--- src/rtl/decode_pipe_stage_if.sv ---
// ID-stage bus: IF/ID inputs, controller fields, writeback port, EX handshake and
// the registered ID/EX outputs. The decode stage uses the slave view.
interface decode_pipe_stage_if #(
  parameter int DATA_W = 32,
  parameter int CTRL_W = 16
);
  logic              if_valid;
  logic [31:0]       if_instr;
  logic [DATA_W-1:0] if_pc4;
  logic [CTRL_W-1:0] ctrl_in;
  logic              ctrl_ext_sel;
  logic [1:0]        ctrl_dst_sel;
  logic              ctrl_mem_read;
  logic              ctrl_uses_rt;
  logic              wb_we;
  logic [4:0]        wb_addr;
  logic [DATA_W-1:0] wb_data;
  logic              ex_ready;
  logic              ex_flush;
  logic              id_stall;
  logic              ex_valid;
  logic [CTRL_W-1:0] ex_ctrl;
  logic              ex_mem_read;
  logic [DATA_W-1:0] ex_rs_data;
  logic [DATA_W-1:0] ex_rt_data;
  logic [DATA_W-1:0] ex_imm;
  logic [4:0]        ex_rs;
  logic [4:0]        ex_rt;
  logic [4:0]        ex_dst;
  logic [DATA_W-1:0] ex_pc4;

  modport master (
    output if_valid, if_instr, if_pc4, ctrl_in, ctrl_ext_sel, ctrl_dst_sel,
           ctrl_mem_read, ctrl_uses_rt, wb_we, wb_addr, wb_data, ex_ready, ex_flush,
    input  id_stall, ex_valid, ex_ctrl, ex_mem_read, ex_rs_data, ex_rt_data,
           ex_imm, ex_rs, ex_rt, ex_dst, ex_pc4
  );

  modport slave (
    input  if_valid, if_instr, if_pc4, ctrl_in, ctrl_ext_sel, ctrl_dst_sel,
           ctrl_mem_read, ctrl_uses_rt, wb_we, wb_addr, wb_data, ex_ready, ex_flush,
    output id_stall, ex_valid, ex_ctrl, ex_mem_read, ex_rs_data, ex_rt_data,
           ex_imm, ex_rs, ex_rt, ex_dst, ex_pc4
  );
endinterface

--- src/rtl/decode_pipe_stage.sv ---
// MIPS decode stage: register file, immediate/destination decode and the ID/EX register
// with load-use interlock, back-pressure and flush. Define DECODE_PERF_EN for perf counters.
module decode_pipe_stage #(
  parameter int DATA_W   = 32,
  parameter int CTRL_W   = 16,
  parameter int LINK_REG = 31
) (
  input  logic clk,
  input  logic rst_n,
  decode_pipe_stage_if.slave pipe_io
`ifdef DECODE_PERF_EN
  ,
  output logic [31:0] perf_bubble_cnt_o,
  output logic [31:0] perf_hold_cnt_o
`endif
);

  localparam logic [4:0] LINK_IDX = 5'(LINK_REG);

  logic [4:0]        rs, rt, rd;
  logic [15:0]       imm16;
  logic [DATA_W-1:0] rs_data, rt_data, imm_ext;
  logic [4:0]        dst;
  logic              v, haz;
  logic              unused_opcode;

  logic [DATA_W-1:0] rf_q [32];

  logic              ex_valid_q,    ex_valid_d;
  logic [CTRL_W-1:0] ex_ctrl_q,     ex_ctrl_d;
  logic              ex_mem_read_q, ex_mem_read_d;
  logic [DATA_W-1:0] ex_rs_data_q,  ex_rs_data_d;
  logic [DATA_W-1:0] ex_rt_data_q,  ex_rt_data_d;
  logic [DATA_W-1:0] ex_imm_q,      ex_imm_d;
  logic [4:0]        ex_rs_q,       ex_rs_d;
  logic [4:0]        ex_rt_q,       ex_rt_d;
  logic [4:0]        ex_dst_q,      ex_dst_d;
  logic [DATA_W-1:0] ex_pc4_q,      ex_pc4_d;

  assign rs            = pipe_io.if_instr[25:21];
  assign rt            = pipe_io.if_instr[20:16];
  assign rd            = pipe_io.if_instr[15:11];
  assign imm16         = pipe_io.if_instr[15:0];
  assign unused_opcode = ^pipe_io.if_instr[31:26];

  // Entry 0 is never written, so it stays at its reset value of zero.
  always_ff @(posedge clk or negedge rst_n) begin
    if (!rst_n) begin
      for (int i = 0; i < 32; i++) begin
        rf_q[i] <= '0;
      end
    end else if (pipe_io.wb_we && (pipe_io.wb_addr != 5'd0)) begin
      rf_q[pipe_io.wb_addr] <= pipe_io.wb_data;
    end
  end

  // Write-first reads: a same-cycle writeback to the read index is forwarded.
  always_comb begin
    rs_data = rf_q[rs];
    rt_data = rf_q[rt];
    if (rs == 5'd0) begin
      rs_data = '0;
    end else if (pipe_io.wb_we && (pipe_io.wb_addr == rs)) begin
      rs_data = pipe_io.wb_data;
    end
    if (rt == 5'd0) begin
      rt_data = '0;
    end else if (pipe_io.wb_we && (pipe_io.wb_addr == rt)) begin
      rt_data = pipe_io.wb_data;
    end
  end

  assign imm_ext = pipe_io.ctrl_ext_sel ? {{(DATA_W-16){1'b0}}, imm16}
                                        : {{(DATA_W-16){imm16[15]}}, imm16};

  always_comb begin
    dst = rt;
    unique case (pipe_io.ctrl_dst_sel)
      2'd1:    dst = rd;
      2'd2:    dst = LINK_IDX;
      default: dst = rt;
    endcase
  end

  assign v   = pipe_io.if_valid & ~pipe_io.ex_flush;
  assign haz = v & ex_valid_q & ex_mem_read_q & (ex_dst_q != 5'd0) &
               ((ex_dst_q == rs) | (pipe_io.ctrl_uses_rt & (ex_dst_q == rt)));

  // A flushed instruction has v=0, so it can neither stall nor raise a hazard.
  assign pipe_io.id_stall = pipe_io.ex_ready ? haz : v;

  always_comb begin
    ex_valid_d    = ex_valid_q;
    ex_ctrl_d     = ex_ctrl_q;
    ex_mem_read_d = ex_mem_read_q;
    ex_rs_data_d  = ex_rs_data_q;
    ex_rt_data_d  = ex_rt_data_q;
    ex_imm_d      = ex_imm_q;
    ex_rs_d       = ex_rs_q;
    ex_rt_d       = ex_rt_q;
    ex_dst_d      = ex_dst_q;
    ex_pc4_d      = ex_pc4_q;
    if (pipe_io.ex_ready) begin
      if (haz) begin
        ex_valid_d = 1'b0;
      end else begin
        ex_valid_d    = v;
        ex_ctrl_d     = pipe_io.ctrl_in;
        ex_mem_read_d = pipe_io.ctrl_mem_read;
        ex_rs_data_d  = rs_data;
        ex_rt_data_d  = rt_data;
        ex_imm_d      = imm_ext;
        ex_rs_d       = rs;
        ex_rt_d       = rt;
        ex_dst_d      = dst;
        ex_pc4_d      = pipe_io.if_pc4;
      end
    end
  end

  always_ff @(posedge clk or negedge rst_n) begin
    if (!rst_n) begin
      ex_valid_q    <= 1'b0;
      ex_ctrl_q     <= '0;
      ex_mem_read_q <= 1'b0;
      ex_rs_data_q  <= '0;
      ex_rt_data_q  <= '0;
      ex_imm_q      <= '0;
      ex_rs_q       <= '0;
      ex_rt_q       <= '0;
      ex_dst_q      <= '0;
      ex_pc4_q      <= '0;
    end else begin
      ex_valid_q    <= ex_valid_d;
      ex_ctrl_q     <= ex_ctrl_d;
      ex_mem_read_q <= ex_mem_read_d;
      ex_rs_data_q  <= ex_rs_data_d;
      ex_rt_data_q  <= ex_rt_data_d;
      ex_imm_q      <= ex_imm_d;
      ex_rs_q       <= ex_rs_d;
      ex_rt_q       <= ex_rt_d;
      ex_dst_q      <= ex_dst_d;
      ex_pc4_q      <= ex_pc4_d;
    end
  end

  assign pipe_io.ex_valid    = ex_valid_q;
  assign pipe_io.ex_ctrl     = ex_ctrl_q;
  assign pipe_io.ex_mem_read = ex_mem_read_q;
  assign pipe_io.ex_rs_data  = ex_rs_data_q;
  assign pipe_io.ex_rt_data  = ex_rt_data_q;
  assign pipe_io.ex_imm      = ex_imm_q;
  assign pipe_io.ex_rs       = ex_rs_q;
  assign pipe_io.ex_rt       = ex_rt_q;
  assign pipe_io.ex_dst      = ex_dst_q;
  assign pipe_io.ex_pc4      = ex_pc4_q;

`ifdef DECODE_PERF_EN
  logic [31:0] perf_bubble_q, perf_hold_q;

  // Both counters saturate at all-ones rather than wrapping.
  always_ff @(posedge clk or negedge rst_n) begin
    if (!rst_n) begin
      perf_bubble_q <= '0;
      perf_hold_q   <= '0;
    end else begin
      if (pipe_io.ex_ready && haz && (perf_bubble_q != 32'hFFFF_FFFF)) begin
        perf_bubble_q <= perf_bubble_q + 32'd1;
      end
      if (!pipe_io.ex_ready && v && (perf_hold_q != 32'hFFFF_FFFF)) begin
        perf_hold_q <= perf_hold_q + 32'd1;
      end
    end
  end

  assign perf_bubble_cnt_o = perf_bubble_q;
  assign perf_hold_cnt_o   = perf_hold_q;
`endif

endmodule

--- src/flat_wrapper.sv ---
// flat-port wrapper written by rule: the top's interface ports become plain ports
module decode_pipe_stage_flat 
#(
  parameter int DATA_W   = 32,
  parameter int CTRL_W   = 16,
  parameter int LINK_REG = 31
)
  (clk, rst_n, pipe_io_if_valid, pipe_io_if_instr, pipe_io_if_pc4, pipe_io_ctrl_in, pipe_io_ctrl_ext_sel, pipe_io_ctrl_dst_sel, pipe_io_ctrl_mem_read, pipe_io_ctrl_uses_rt, pipe_io_wb_we, pipe_io_wb_addr, pipe_io_wb_data, pipe_io_ex_ready, pipe_io_ex_flush, pipe_io_id_stall, pipe_io_ex_valid, pipe_io_ex_ctrl, pipe_io_ex_mem_read, pipe_io_ex_rs_data, pipe_io_ex_rt_data, pipe_io_ex_imm, pipe_io_ex_rs, pipe_io_ex_rt, pipe_io_ex_dst, pipe_io_ex_pc4);
  decode_pipe_stage_if #(.DATA_W(DATA_W), .CTRL_W(CTRL_W)) pipe_io_i ();
  input  logic clk;
  input  logic rst_n;
  input wire logic [$bits(pipe_io_i.if_valid)-1:0] pipe_io_if_valid;
  input wire logic [$bits(pipe_io_i.if_instr)-1:0] pipe_io_if_instr;
  input wire logic [$bits(pipe_io_i.if_pc4)-1:0] pipe_io_if_pc4;
  input wire logic [$bits(pipe_io_i.ctrl_in)-1:0] pipe_io_ctrl_in;
  input wire logic [$bits(pipe_io_i.ctrl_ext_sel)-1:0] pipe_io_ctrl_ext_sel;
  input wire logic [$bits(pipe_io_i.ctrl_dst_sel)-1:0] pipe_io_ctrl_dst_sel;
  input wire logic [$bits(pipe_io_i.ctrl_mem_read)-1:0] pipe_io_ctrl_mem_read;
  input wire logic [$bits(pipe_io_i.ctrl_uses_rt)-1:0] pipe_io_ctrl_uses_rt;
  input wire logic [$bits(pipe_io_i.wb_we)-1:0] pipe_io_wb_we;
  input wire logic [$bits(pipe_io_i.wb_addr)-1:0] pipe_io_wb_addr;
  input wire logic [$bits(pipe_io_i.wb_data)-1:0] pipe_io_wb_data;
  input wire logic [$bits(pipe_io_i.ex_ready)-1:0] pipe_io_ex_ready;
  input wire logic [$bits(pipe_io_i.ex_flush)-1:0] pipe_io_ex_flush;
  output wire logic [$bits(pipe_io_i.id_stall)-1:0] pipe_io_id_stall;
  output wire logic [$bits(pipe_io_i.ex_valid)-1:0] pipe_io_ex_valid;
  output wire logic [$bits(pipe_io_i.ex_ctrl)-1:0] pipe_io_ex_ctrl;
  output wire logic [$bits(pipe_io_i.ex_mem_read)-1:0] pipe_io_ex_mem_read;
  output wire logic [$bits(pipe_io_i.ex_rs_data)-1:0] pipe_io_ex_rs_data;
  output wire logic [$bits(pipe_io_i.ex_rt_data)-1:0] pipe_io_ex_rt_data;
  output wire logic [$bits(pipe_io_i.ex_imm)-1:0] pipe_io_ex_imm;
  output wire logic [$bits(pipe_io_i.ex_rs)-1:0] pipe_io_ex_rs;
  output wire logic [$bits(pipe_io_i.ex_rt)-1:0] pipe_io_ex_rt;
  output wire logic [$bits(pipe_io_i.ex_dst)-1:0] pipe_io_ex_dst;
  output wire logic [$bits(pipe_io_i.ex_pc4)-1:0] pipe_io_ex_pc4;
  assign pipe_io_i.if_valid = pipe_io_if_valid;
  assign pipe_io_i.if_instr = pipe_io_if_instr;
  assign pipe_io_i.if_pc4 = pipe_io_if_pc4;
  assign pipe_io_i.ctrl_in = pipe_io_ctrl_in;
  assign pipe_io_i.ctrl_ext_sel = pipe_io_ctrl_ext_sel;
  assign pipe_io_i.ctrl_dst_sel = pipe_io_ctrl_dst_sel;
  assign pipe_io_i.ctrl_mem_read = pipe_io_ctrl_mem_read;
  assign pipe_io_i.ctrl_uses_rt = pipe_io_ctrl_uses_rt;
  assign pipe_io_i.wb_we = pipe_io_wb_we;
  assign pipe_io_i.wb_addr = pipe_io_wb_addr;
  assign pipe_io_i.wb_data = pipe_io_wb_data;
  assign pipe_io_i.ex_ready = pipe_io_ex_ready;
  assign pipe_io_i.ex_flush = pipe_io_ex_flush;
  assign pipe_io_id_stall = pipe_io_i.id_stall;
  assign pipe_io_ex_valid = pipe_io_i.ex_valid;
  assign pipe_io_ex_ctrl = pipe_io_i.ex_ctrl;
  assign pipe_io_ex_mem_read = pipe_io_i.ex_mem_read;
  assign pipe_io_ex_rs_data = pipe_io_i.ex_rs_data;
  assign pipe_io_ex_rt_data = pipe_io_i.ex_rt_data;
  assign pipe_io_ex_imm = pipe_io_i.ex_imm;
  assign pipe_io_ex_rs = pipe_io_i.ex_rs;
  assign pipe_io_ex_rt = pipe_io_i.ex_rt;
  assign pipe_io_ex_dst = pipe_io_i.ex_dst;
  assign pipe_io_ex_pc4 = pipe_io_i.ex_pc4;
  decode_pipe_stage #(.DATA_W(DATA_W), .CTRL_W(CTRL_W), .LINK_REG(LINK_REG)) u_core (.clk(clk), .rst_n(rst_n), .pipe_io(pipe_io_i));
endmodule
--- config.mk ---
export PLATFORM = sky130hd
export DESIGN_NAME = decode_pipe_stage_flat
export DESIGN_NICKNAME = d
export VERILOG_FILES = /design/src/rtl/decode_pipe_stage_if.sv /design/src/rtl/decode_pipe_stage.sv /design/src/flat_wrapper.sv
export SDC_FILE = /design/constraint.sdc
export NUM_CORES = 2
export LEC_CHECK = 0
export ABC_AREA = 1
export CAP_MARGIN = 20
export CORE_MARGIN = 1
export CORE_UTILIZATION = 48
export DETAILED_ROUTE_END_ITERATION = 8
export PLACE_DENSITY = 0.68
export SLEW_MARGIN = 0
export SYNTH_ARGS = -nofsm -noshare
export SYNTH_HDL_FRONTEND = slang
export SYNTH_SLANG_ARGS = --single-unit
--- constraint.sdc ---
create_clock -name clk -period 1.7 [get_ports clk]
set_input_delay 0.34 -clock clk [delete_from_list [all_inputs] [get_ports clk]]
set_output_delay 0.34 -clock clk [all_outputs]
set_load 0.05 [all_outputs]
==> flow_metrics.env <==
export IMPL_crit_path_end="pipe_io_id_stall"
export IMPL_ff2ff_setup_slack_ns=-0.45
export IMPL_drc=0
export IMPL_layout_area_seq_um2=29300
export IMPL_fillers=11312
export IMPL_place_ws_ns=-0.6154
export IMPL_dp_hpwl_um=157400
export IMPL_final_hold_viol_count=0
export IMPL_nets=9055
export IMPL_ir_drop_v=0.001104
export IMPL_multi_input_area_um2=28940
export IMPL_fin_util=0.5995
export IMPL_ys_seq_area_frac=0.4665
export IMPL_startpoint_type="register"
export IMPL_max_freq_mhz=390.7
export IMPL_maxCapViolCount=0
export IMPL_gr_total_overflow=0
export IMPL_path_depth=11
export IMPL_leakagePower_uw=0.03649
export IMPL_rows=132
export IMPL_setup_ws_ns=-0.8594
export IMPL_insertion_delay_ns=0.77
export IMPL_crit_family="simple AND/OR/NAND/NOR gates"
export IMPL_grt_pass1_vias=61059
export IMPL_numCtsBuffers=135
export IMPL_synth_seq_cells=1170
export IMPL_design_area_um2=77730
export IMPL_critPathSlowestCell="dfrtp_2"
export IMPL_vias=64749
export IMPL_detail_route_first_pass_iterations=8
export IMPL_drv_slew=0
export IMPL_synthDistinctLibCells=29
export IMPL_setup_viol=176
export IMPL_fin_worst_skew_ns=0.02259
export IMPL_crit_arrival_ns=2.22
export IMPL_synth_edf_count=0
export IMPL_root_buffer="clkbuf_16"
export IMPL_core_area_um2=129600
export IMPL_place_area_um2=72180
export IMPL_antenna_found_initial=3
export IMPL_io_pins=290
export IMPL_path_cells="buf_6 -> inv_4 -> nor2_1 -> nor2_1 -> nand3_1 -> nand2_2 -> nand2_4 -> nand2_8 -> inv_6 -> a21oi_4 -> buf_12"
export IMPL_r2r_start="u_core.pipe_io.ex_dst[0]"
export IMPL_drive_gt1_frac=0.1206
export IMPL_crit_buf_inv=4
export IMPL_cts_max_level=4
export IMPL_crit_required_ns=1.36
export IMPL_hold_class="in -> async"
export IMPL_numPortBuffers=283
export IMPL_power_frac_seq=0.432
export IMPL_r2r_cells=17
export IMPL_start_util=0.4840
export IMPL_ys_warn_count=0
export IMPL_areaGrowthSynthToFinish_pct=23.86
export IMPL_clk_pin_slew_ns=0.06
export IMPL_p_int_uw=58280
export IMPL_power_density_nw_per_um2=1113
export IMPL_cp_slowest_stage_delay_ns=0.42
export IMPL_clockBufferDepth=3
export IMPL_syn_area_per_cell_um2=7.217
export IMPL_power_frac_comb=0.227
export IMPL_syn_nets=8826
export IMPL_tns_ns=-43.40
export IMPL_rsz0062_at_grt="yes"
export IMPL_cts_tree="yes"
export IMPL_relSlewSlack=0.3965
export IMPL_die_h_um=363.6
export IMPL_synthCells=8696
export IMPL_ant_nets=0
export IMPL_globalplace_congestion=0.9196
export IMPL_crit_type="reg -> out"
export IMPL_cts_sinks=1170
export IMPL_cpMostUsedCell="nor2_1"
export IMPL_synthArstFlopShare=1.000
export IMPL_switching_share=0.3264
export IMPL_die_w_um=363.6
export IMPL_grt_max_degree=82
export IMPL_worst_slew_pin_transition_ns=0.9053
export IMPL_syn_area_um2=62760
export IMPL_power_switching_uw=28240
export IMPL_failed_checks="setup timing"
export IMPL_p_clk_frac=0.341
export IMPL_r2r_end="u_core.pipe_io.ex_rs_data[20]"
export IMPL_viasPerCell=6.018
export IMPL_grt_use_total=0.3737
export IMPL_fin_crit_sh=1.506
export IMPL_ys_flop_type="dfrtp_1"
export IMPL_dieArea_um2=132200
export IMPL_crit_path_end_kind="primary output"
export IMPL_crit_fanout=4
export IMPL_grt_first_pass_wirelength_um=376400
export IMPL_period_minus_slack_ns=2.559
export IMPL_critPathLaunch="u_core.pipe_io.ex_dst[0]"
export IMPL_wl_per_cell_um=23.11
export IMPL_drt_iter0_markers=8475
export IMPL_outcome="complete, but fails checks"
export IMPL_drt_wl_total_um=248600
==> cells by family after synthesis <==
group | after synthesis | synth area share
buf+inv | 1145 | 0.07604
xor+xnor | 5 | 0.0006978
fa+ha+maj | 2 | 0.0003987
flops | 1170 | 0.4665
compound gates | 2082 | 0.1785
simple gates | 4292 | 0.2778
==> worst min-delay path by stage <==
stage / startpoint / cells after the start / to
after floorplan: rst_n / 0 / u_core.pipe_io.ex_ctrl[0]
after global placement: rst_n / 1 / u_core.pipe_io.ex_rs[0]
after detailed placement: rst_n / 1 / u_core.rf_q[789]
after CTS: pipe_io_ctrl_in[13] / 3 / u_core.pipe_io.ex_ctrl[13]
after global routing: rst_n / 2 / u_core.rf_q[858]
final: rst_n / 2 / u_core.rf_q[858]
==> metrics by stage <==
stage	hold WS (ns)	total power, uW	cells
5_1_grt	0.09848	90440	10760
2_1_floorplan	0.04441	48810	8696
4_1_cts	0.07095	86240	10758
3_5_place_dp	0.2563	56360	10500
6_report	0.08719	86520	10760
3_3_place_gp	0.2562	55630	10500
==> area by class of cell <==
type	instances	area share
Sequential cell	1170	0.3769
Multi-Input combinational cell	6381	0.3723
Timing Repair Buffer	891	0.1492
Clock buffer	188	0.05050
Tap cell	1742	0.02804
Inverter	346	0.01713
Clock inverter	41	0.005892
Antenna cell	1	0.00003219
==> layer usage <==
metal | global-route usage | vias up | share of wire
met5 | 0 | - | 0.00011
met4 | 0.1833 | 4 | 0.055
met3 | 0.1054 | 876 | 0.13
met2 | 0.5583 | 4271 | 0.43
met1 | 0.4974 | 30580 | 0.39
li1 | - | 29018 | -
==> state kept, by name, indices dropped and copies added, names as in the netlist <==
name / count
u_core.pipe_io.ex_imm: 17
u_core.pipe_io.ex_mem_read: 1
u_core.pipe_io.ex_valid: 1
u_core.rf_q: 1024
u_core.pipe_io.ex_rs: 5
u_core.pipe_io.ex_rt: 5
u_core.pipe_io.ex_pc4: 32
u_core.pipe_io.ex_dst: 5
u_core.pipe_io.ex_rt_data: 32
u_core.pipe_io.ex_ctrl: 16
u_core.pipe_io.ex_rs_data: 32
==> Yosys cell counts, types with 46 or more instances <==
cell | count | area (um^2)
nand3_1 | 805 | 4029
o21ai_0 | 692 | 3463
a21oi_1 | 1029 | 5150
o211ai_1 | 307 | 2305
clkbuf_1 | 432 | 1622
o21ai_1 | 46 | 230.2
dfrtp_1 | 1170 | 29280
nor2_1 | 727 | 2729
nand2_1 | 2706 | 10160
buf_2 | 283 | 1416
buf_1 | 52 | 195.2
inv_1 | 333 | 1250
==> power by group through the flow <==
stage | Clock (uW) | Sequential, uW | Combinational (uW)
after detailed placement | 0 | 37500 | 18800
final | 29500 | 37400 | 19700
after global routing | 30700 | 38000 | 21800
after CTS | 29700 | 37200 | 19400
after floorplan | 0 | 37900 | 10900
after global placement | 0 | 37300 | 18300
==> worst reg2reg max path: stages, from the launching register on <==
cell	delay [ns]
dfrtp_2	0.42
buf_6	0.13
inv_4	0.05
nor2_1	0.04
nor2_1	0.10
nand3_1	0.09
nand2_2	0.10
nand2_4	0.08
buf_4	0.14
buf_6	0.11
buf_12	0.12
nand3_4	0.07
buf_12	0.17
buf_12	0.15
nor2_1	0.05
buf_4	0.12
nand2_2	0.05
nand2_2	0.05
==> cells in the final DEF, fill, tap and decap left out, drive strengths merged <==
cell type and n:
a21oi 1029, a22oi 4, buf 776, bufbuf 4, bufinv 9, clkbuf 188
clkdlybuf4s50 110, clkinv 22, clkinvlp 8, dfrtp 1170, diode 1, dlygate4sd3 1
ha 2, inv 348, nand2 2721, nand3 811, nand4 7, nor2 745
nor3 8, o211ai 307, o21ai 738, o22ai 4, xnor2 1, xor2 4
==> timing repair <==
item	4_1_cts	5_1_grt
endpoints found under the setup margin	285	202
setup buffers	17	1
pin swaps	11	13
endpoints found under the hold margin	418	0
hold buffers	1	0
cloned	12	0
resized for setup	167	15
(Power assumes the default switching activity.)
